==> src/rtl/trace_core_driver.sv <==
// Trace-driven core model: replays a loaded trace of read/write/delay/halt words as handshaked cache requests.
// Optional feature macro TRACE_CHECK_EN: compare read data against the trace and report mismatches.
module trace_core_driver #(
    parameter int ADDR_W = 16,
    parameter int DATA_W = 8,
    parameter int DEPTH  = 64,
    parameter int CNT_W  = 16,
    localparam int IW    = 2 + ADDR_W + DATA_W,
    localparam int PC_W  = $clog2(DEPTH)
) (
    input  logic              clk,
    input  logic              rst,
    input  logic              ld_we,
    input  logic [PC_W-1:0]   ld_addr,
    input  logic [IW-1:0]     ld_data,
    input  logic              start,
    input  logic              loop_en,
    input  logic              ack,
    input  logic [DATA_W-1:0] fetched_data,
    output logic              read,
    output logic              write,
    output logic [ADDR_W-1:0] address,
    output logic [DATA_W-1:0] write_data,
    output logic [DATA_W-1:0] rd_data,
    output logic              rd_valid,
    output logic              busy,
    output logic              done,
    output logic [CNT_W-1:0]  retired,
`ifdef TRACE_CHECK_EN
    output logic [CNT_W-1:0]  stalls,
    output logic              mismatch,
    output logic [CNT_W-1:0]  mismatch_cnt
`else
    output logic [CNT_W-1:0]  stalls
`endif
);

    typedef enum logic [2:0] {IDLE, FETCH, ISSUE, DELAY, HALT} state_e;
    typedef enum logic [1:0] {OP_READ = 2'b00, OP_WRITE = 2'b01, OP_DELAY = 2'b10, OP_HALT = 2'b11} op_e;

    logic [IW-1:0]     mem [DEPTH];
    state_e            state_q, state_d;
    logic [PC_W-1:0]   pc_q, pc_d;
    logic              read_q, read_d, write_q, write_d;
    logic [ADDR_W-1:0] address_q, address_d;
    logic [DATA_W-1:0] write_data_q, write_data_d;
    logic [DATA_W-1:0] rd_data_q, rd_data_d;
    logic [DATA_W-1:0] dly_q, dly_d;
    logic              rd_valid_q, rd_valid_d;
    logic [CNT_W-1:0]  retired_q, retired_d, stalls_q, stalls_d;
`ifdef TRACE_CHECK_EN
    logic [DATA_W-1:0] expect_q, expect_d;
    logic              mismatch_q, mismatch_d;
    logic [CNT_W-1:0]  mismatch_cnt_q, mismatch_cnt_d;
`endif
    logic [IW-1:0]     word;
    logic              idle_like;
    op_e               op;
    logic              advance;

    assign idle_like = (state_q == IDLE) || (state_q == HALT);
    assign word      = mem[pc_q];

    // Loading is only honoured while the replay is stopped.
    always_ff @(posedge clk) begin
        if (ld_we && idle_like) begin
            mem[ld_addr] <= ld_data;
        end
    end

    always_comb begin
        state_d      = state_q;
        pc_d         = pc_q;
        read_d       = read_q;
        write_d      = write_q;
        address_d    = address_q;
        write_data_d = write_data_q;
        rd_data_d    = rd_data_q;
        rd_valid_d   = 1'b0;
        dly_d        = dly_q;
        retired_d    = retired_q;
        stalls_d     = stalls_q;
`ifdef TRACE_CHECK_EN
        expect_d       = expect_q;
        mismatch_d     = mismatch_q;
        mismatch_cnt_d = mismatch_cnt_q;
`endif
        advance      = 1'b0;
        op           = op_e'(word[IW-1 -: 2]);

        case (state_q)
            IDLE, HALT: begin
                if (start) begin
                    state_d   = FETCH;
                    pc_d      = '0;
                    retired_d = '0;
                    stalls_d  = '0;
`ifdef TRACE_CHECK_EN
                    mismatch_d     = 1'b0;
                    mismatch_cnt_d = '0;
`endif
                end
            end
            FETCH: begin
                case (op)
                    OP_READ: begin
                        state_d      = ISSUE;
                        read_d       = 1'b1;
                        address_d    = word[DATA_W +: ADDR_W];
                        write_data_d = '0;
`ifdef TRACE_CHECK_EN
                        expect_d     = word[DATA_W-1:0];
`endif
                    end
                    OP_WRITE: begin
                        state_d      = ISSUE;
                        write_d      = 1'b1;
                        address_d    = word[DATA_W +: ADDR_W];
                        write_data_d = word[DATA_W-1:0];
                    end
                    OP_DELAY: begin
                        if (word[DATA_W-1:0] == '0) begin
                            advance = 1'b1;
                        end else begin
                            state_d = DELAY;
                            dly_d   = word[DATA_W-1:0];
                        end
                    end
                    OP_HALT: state_d = HALT;
                endcase
            end
            ISSUE: begin
                if (ack) begin
                    read_d       = 1'b0;
                    write_d      = 1'b0;
                    address_d    = '0;
                    write_data_d = '0;
                    advance      = 1'b1;
                    if (retired_q != '1) retired_d = retired_q + CNT_W'(1);
                    if (read_q) begin
                        rd_data_d  = fetched_data;
                        rd_valid_d = 1'b1;
`ifdef TRACE_CHECK_EN
                        if (fetched_data != expect_q) begin
                            mismatch_d = 1'b1;
                            if (mismatch_cnt_q != '1) mismatch_cnt_d = mismatch_cnt_q + CNT_W'(1);
                        end
`endif
                    end
                end else if (stalls_q != '1) begin
                    stalls_d = stalls_q + CNT_W'(1);
                end
            end
            // Loaded with D, leaves on the cycle showing 1: D cycles here, D+1 fetch to fetch.
            DELAY: begin
                if (dly_q <= DATA_W'(1)) advance = 1'b1;
                else dly_d = dly_q - DATA_W'(1);
            end
            default: state_d = IDLE;
        endcase

        if (advance) begin
            if (pc_q == PC_W'(DEPTH - 1)) begin
                if (loop_en) begin
                    pc_d    = '0;
                    state_d = FETCH;
                end else begin
                    state_d = HALT;
                end
            end else begin
                pc_d    = pc_q + PC_W'(1);
                state_d = FETCH;
            end
        end
    end

    always_ff @(posedge clk or posedge rst) begin
        if (rst) begin
            state_q      <= IDLE;
            pc_q         <= '0;
            read_q       <= 1'b0;
            write_q      <= 1'b0;
            address_q    <= '0;
            write_data_q <= '0;
            rd_data_q    <= '0;
            rd_valid_q   <= 1'b0;
            dly_q        <= '0;
            retired_q    <= '0;
            stalls_q     <= '0;
`ifdef TRACE_CHECK_EN
            expect_q       <= '0;
            mismatch_q     <= 1'b0;
            mismatch_cnt_q <= '0;
`endif
        end else begin
            state_q      <= state_d;
            pc_q         <= pc_d;
            read_q       <= read_d;
            write_q      <= write_d;
            address_q    <= address_d;
            write_data_q <= write_data_d;
            rd_data_q    <= rd_data_d;
            rd_valid_q   <= rd_valid_d;
            dly_q        <= dly_d;
            retired_q    <= retired_d;
            stalls_q     <= stalls_d;
`ifdef TRACE_CHECK_EN
            expect_q       <= expect_d;
            mismatch_q     <= mismatch_d;
            mismatch_cnt_q <= mismatch_cnt_d;
`endif
        end
    end

    assign read       = read_q;
    assign write      = write_q;
    assign address    = address_q;
    assign write_data = write_data_q;
    assign rd_data    = rd_data_q;
    assign rd_valid   = rd_valid_q;
    assign busy       = !idle_like;
    assign done       = (state_q == HALT);
    assign retired    = retired_q;
    assign stalls     = stalls_q;
`ifdef TRACE_CHECK_EN
    assign mismatch     = mismatch_q;
    assign mismatch_cnt = mismatch_cnt_q;
`endif

endmodule
==> config.mk <==
export PLATFORM = sky130hd
export DESIGN_NAME = trace_core_driver
export DESIGN_NICKNAME = d
export VERILOG_FILES = /design/src/rtl/trace_core_driver.sv
export SDC_FILE = /design/constraint.sdc
export NUM_CORES = 2
export LEC_CHECK = 0
export CAP_MARGIN = 15
export CORE_AREA = 2 2 450 452
export DETAILED_ROUTE_END_ITERATION = 10
export DIE_AREA = 0 0 452 454
export PLACE_DENSITY = 0.57
export SYNTH_ARGS = -nofsm -noshare
export SYNTH_HDL_FRONTEND = slang
export SYNTH_SLANG_ARGS = --single-unit
==> constraint.sdc <==
create_clock -name clk -period 4.5 [get_ports clk]
set_clock_uncertainty 0.1 [all_clocks]
set_input_delay 0.9 -clock clk [delete_from_list [all_inputs] [get_ports clk]]
set_output_delay 0.9 -clock clk [all_outputs]
set_load 0.02 [all_outputs]
==> qor.yml <==
power_density_nw_per_um2: 513
num_vias: 32800
synthCells: 3034
grt_usage_pct: 17.3
h-tree-depth: 4
clk_latency_ns: 0.81
synth.top_cell.area_share_pct: 73.8
drv_slew: 0
dp_cells: 5830
synth_nets: 3085
cts_buffers: 170
synth-xor-area-share_pct: 0.323
ys_ff_latch: 1748
cts_setup_buffers: 0
synth_area_um2: 67800
io_buffer_count: 114
start_kind: "flip-flop"
path_class: "flip-flop to flip-flop"
ys_top_cells_by_count: "edfxtp_1, mux4_2, nor2_1"
ant_nets: 0
rsz0062_at_grt: "false"
synth_fa_ha_area_share_pct: 0.0923
tns_ns: 0
synth_flop_cell: "edfxtp_1"
drt-initial-drc-count: 3731
vias_per_cell: 5.32
clock-sinks: 1748
cp_data_arrival_time_ns: 4.83
grt_start_max_net_pins: 69
p_leak_nw: 24.4
avgSynthCellArea_um2: 22.3
areaGrowthSynthToFinish_pct: 17.1
min_period_over_period_pct: 94.5
synthSimpleGateAreaFrac_pct: 2.55
clk_pin_slew_ns: 0.07
grt_antenna_before_repair: 21
path_max_fanout: 36
slew_headroom_pct: 24.1
synth_compound_area_share_pct: 1.62
synth.area.top_cells: "edfxtp_1, mux4_2, dfrtp_1"
hold_viol: 0
drc_errors: 0
num_rows: 165
multi_input_area_um2: 15300
yosysTopAreaCell: "edfxtp_1"
instances_no_fill: 6157
cap_viol_max_count: 0
synth_edf_count: 1664
synth_seq_area_share_pct: 76.9
globalplace.congestion: 0.835
power_mw: 40.7
finish.utilization_pct: 39.5
synthMuxAreaShare_pct: 17.3
pin_count: 115
grt.overflow.total: 0
synth_warnings: 0
grt_first_pass_wirelength_um: 252000
die_y_um: 454
synth_top_family_by_area: "multiplexers"
regArea_um2: 52100
dr.pass1.iters: 6
routed_wl_um: 178000
cp.required_ns: 5.08
coreArea_um2: 201000
status: "finished, final reports clean"
cts_tree: "done"
postCtsResizedCells: 0
ir_drop_v: 0.000414
setup_viol: 0
cts_hold_buf: 0
grt_pass1_vias: 33200
drive_above_1_share_pct: 29.0
period_minus_slack_ns: 4.25
async_flop_share_pct: 4.81
max_freq_mhz: 235
ctsRootBufferMaster: "clkbuf_16"
nFillCells: 17600
fin_hold_ws_ns: 0.378
worstMarginPinSlew_ns: 1.14
ys_types: 73
cts.path.max_buffers: 3
final_nets: 3399
fp.dieArea_um2: 205000
hpwl_um: 105000
synth_most_common_cell: "edfxtp_1"
end_kind: "flip-flop"
die_w_um: 452
min_path_type: "input pin to flip-flop"
detail_route.wl_per_cell_um: 28.9
initial_core_util_pct: 33.7
## critical path, cell delays in order, from the launching register on
cell	delay, ns
dfrtp_4	0.66
buf_12	0.32
mux4_2	0.54
mux2i_1	0.14
o21ai_0	0.26
a2111oi_2	0.68
a22oi_1	0.21
or3_4	0.40
o21ai_4	0.28
and2_1	0.33
o211ai_1	0.13
## worst paths after layout
check,start,to,slack [ns],depth (start not counted)
worst max-delay path,pc_q[0],dly_q[6],0.25,10
worst min-delay path,ld_data[13],mem[14][13],0.38,1
worst max register to register,pc_q[0],dly_q[6],0.25,10
worst min register to register,rd_data[4],rd_data[4],0.40,1
max in group asynchronous,rst,address[10],3.00,3
min in group asynchronous,rst,stalls[12],0.50,2
## layout make-up
cell class	count	area share, %
multi-input combinational	1112	19.3
inverter	20	0.0978
clock inverter	84	1.06
timing repair buffer	296	3.97
antenna	4	0.0126
sequential	1748	65.7
tap	2672	4.21
clock buffer	221	5.69
## layer usage
metal	global-route usage [%]	up-vias	share of wire [%]
met1	23.9	17900	42
li1	-	13400	-
met5	0	-	0.050
met3	3.75	234	7.2
met4	5.69	14	3.0
met2	27.1	1224	47
## through the flow
step,setup WS (ns),area [um2]
floorplan,0.946,67800
global placement,0.383,73600
detailed placement,0.345,73600
CTS,0.337,78900
global route,0.0839,79300
finish,0.249,79300
## logic make-up (layout without fill, tap and decap cells)
| logic type | Yosys count | count (layout) |
|---|---|---|
| AOI/OAI and AO/OA | 152 | 152 |
| xor gates and xnor gates | 25 | 25 |
| other | 0 | 4 |
| adders and majority gates | 5 | 5 |
| buffers and inverters | 174 | 621 |
| DFF | 1748 | 1748 |
| and+or+nand+nor | 367 | 367 |
| muxes | 563 | 563 |
## cells in the final DEF, fill, tap and decap left out, drive strengths merged, types with 14 or more instances in the layout
master	netlist	routed
mux2i	64	64
xor2	17	17
mux4	480	480
a22o	14	14
clkdlybuf4s50	0	88
a21oi	21	21
inv	20	25
nand3	40	40
nand2	90	90
a22oi	25	25
nor2	129	129
mux2	19	19
buf	103	208
clkbuf	51	221
o21ai	25	25
edfxtp	1664	1664
dfrtp	84	84
clkinv	0	63
nor2b	19	19
nand2b	23	23
## state kept, by name, summed over array words and instances, names as in the netlist
register and cells:
mem 1664, address 16, retired 16, stalls 16
dly_q 8, rd_data 8, write_data 8, pc_q 6
state_q 3, rd_valid 1, read 1, write 1
## report_power, final
group	internal, mW	switching [mW]	total, mW
clock	7.79	6.07	13.9
sequential	18.1	0.321	18.4
combinational	3.99	4.47	8.46
total	29.8	10.9	40.7
(Power assumes the default switching activity.)
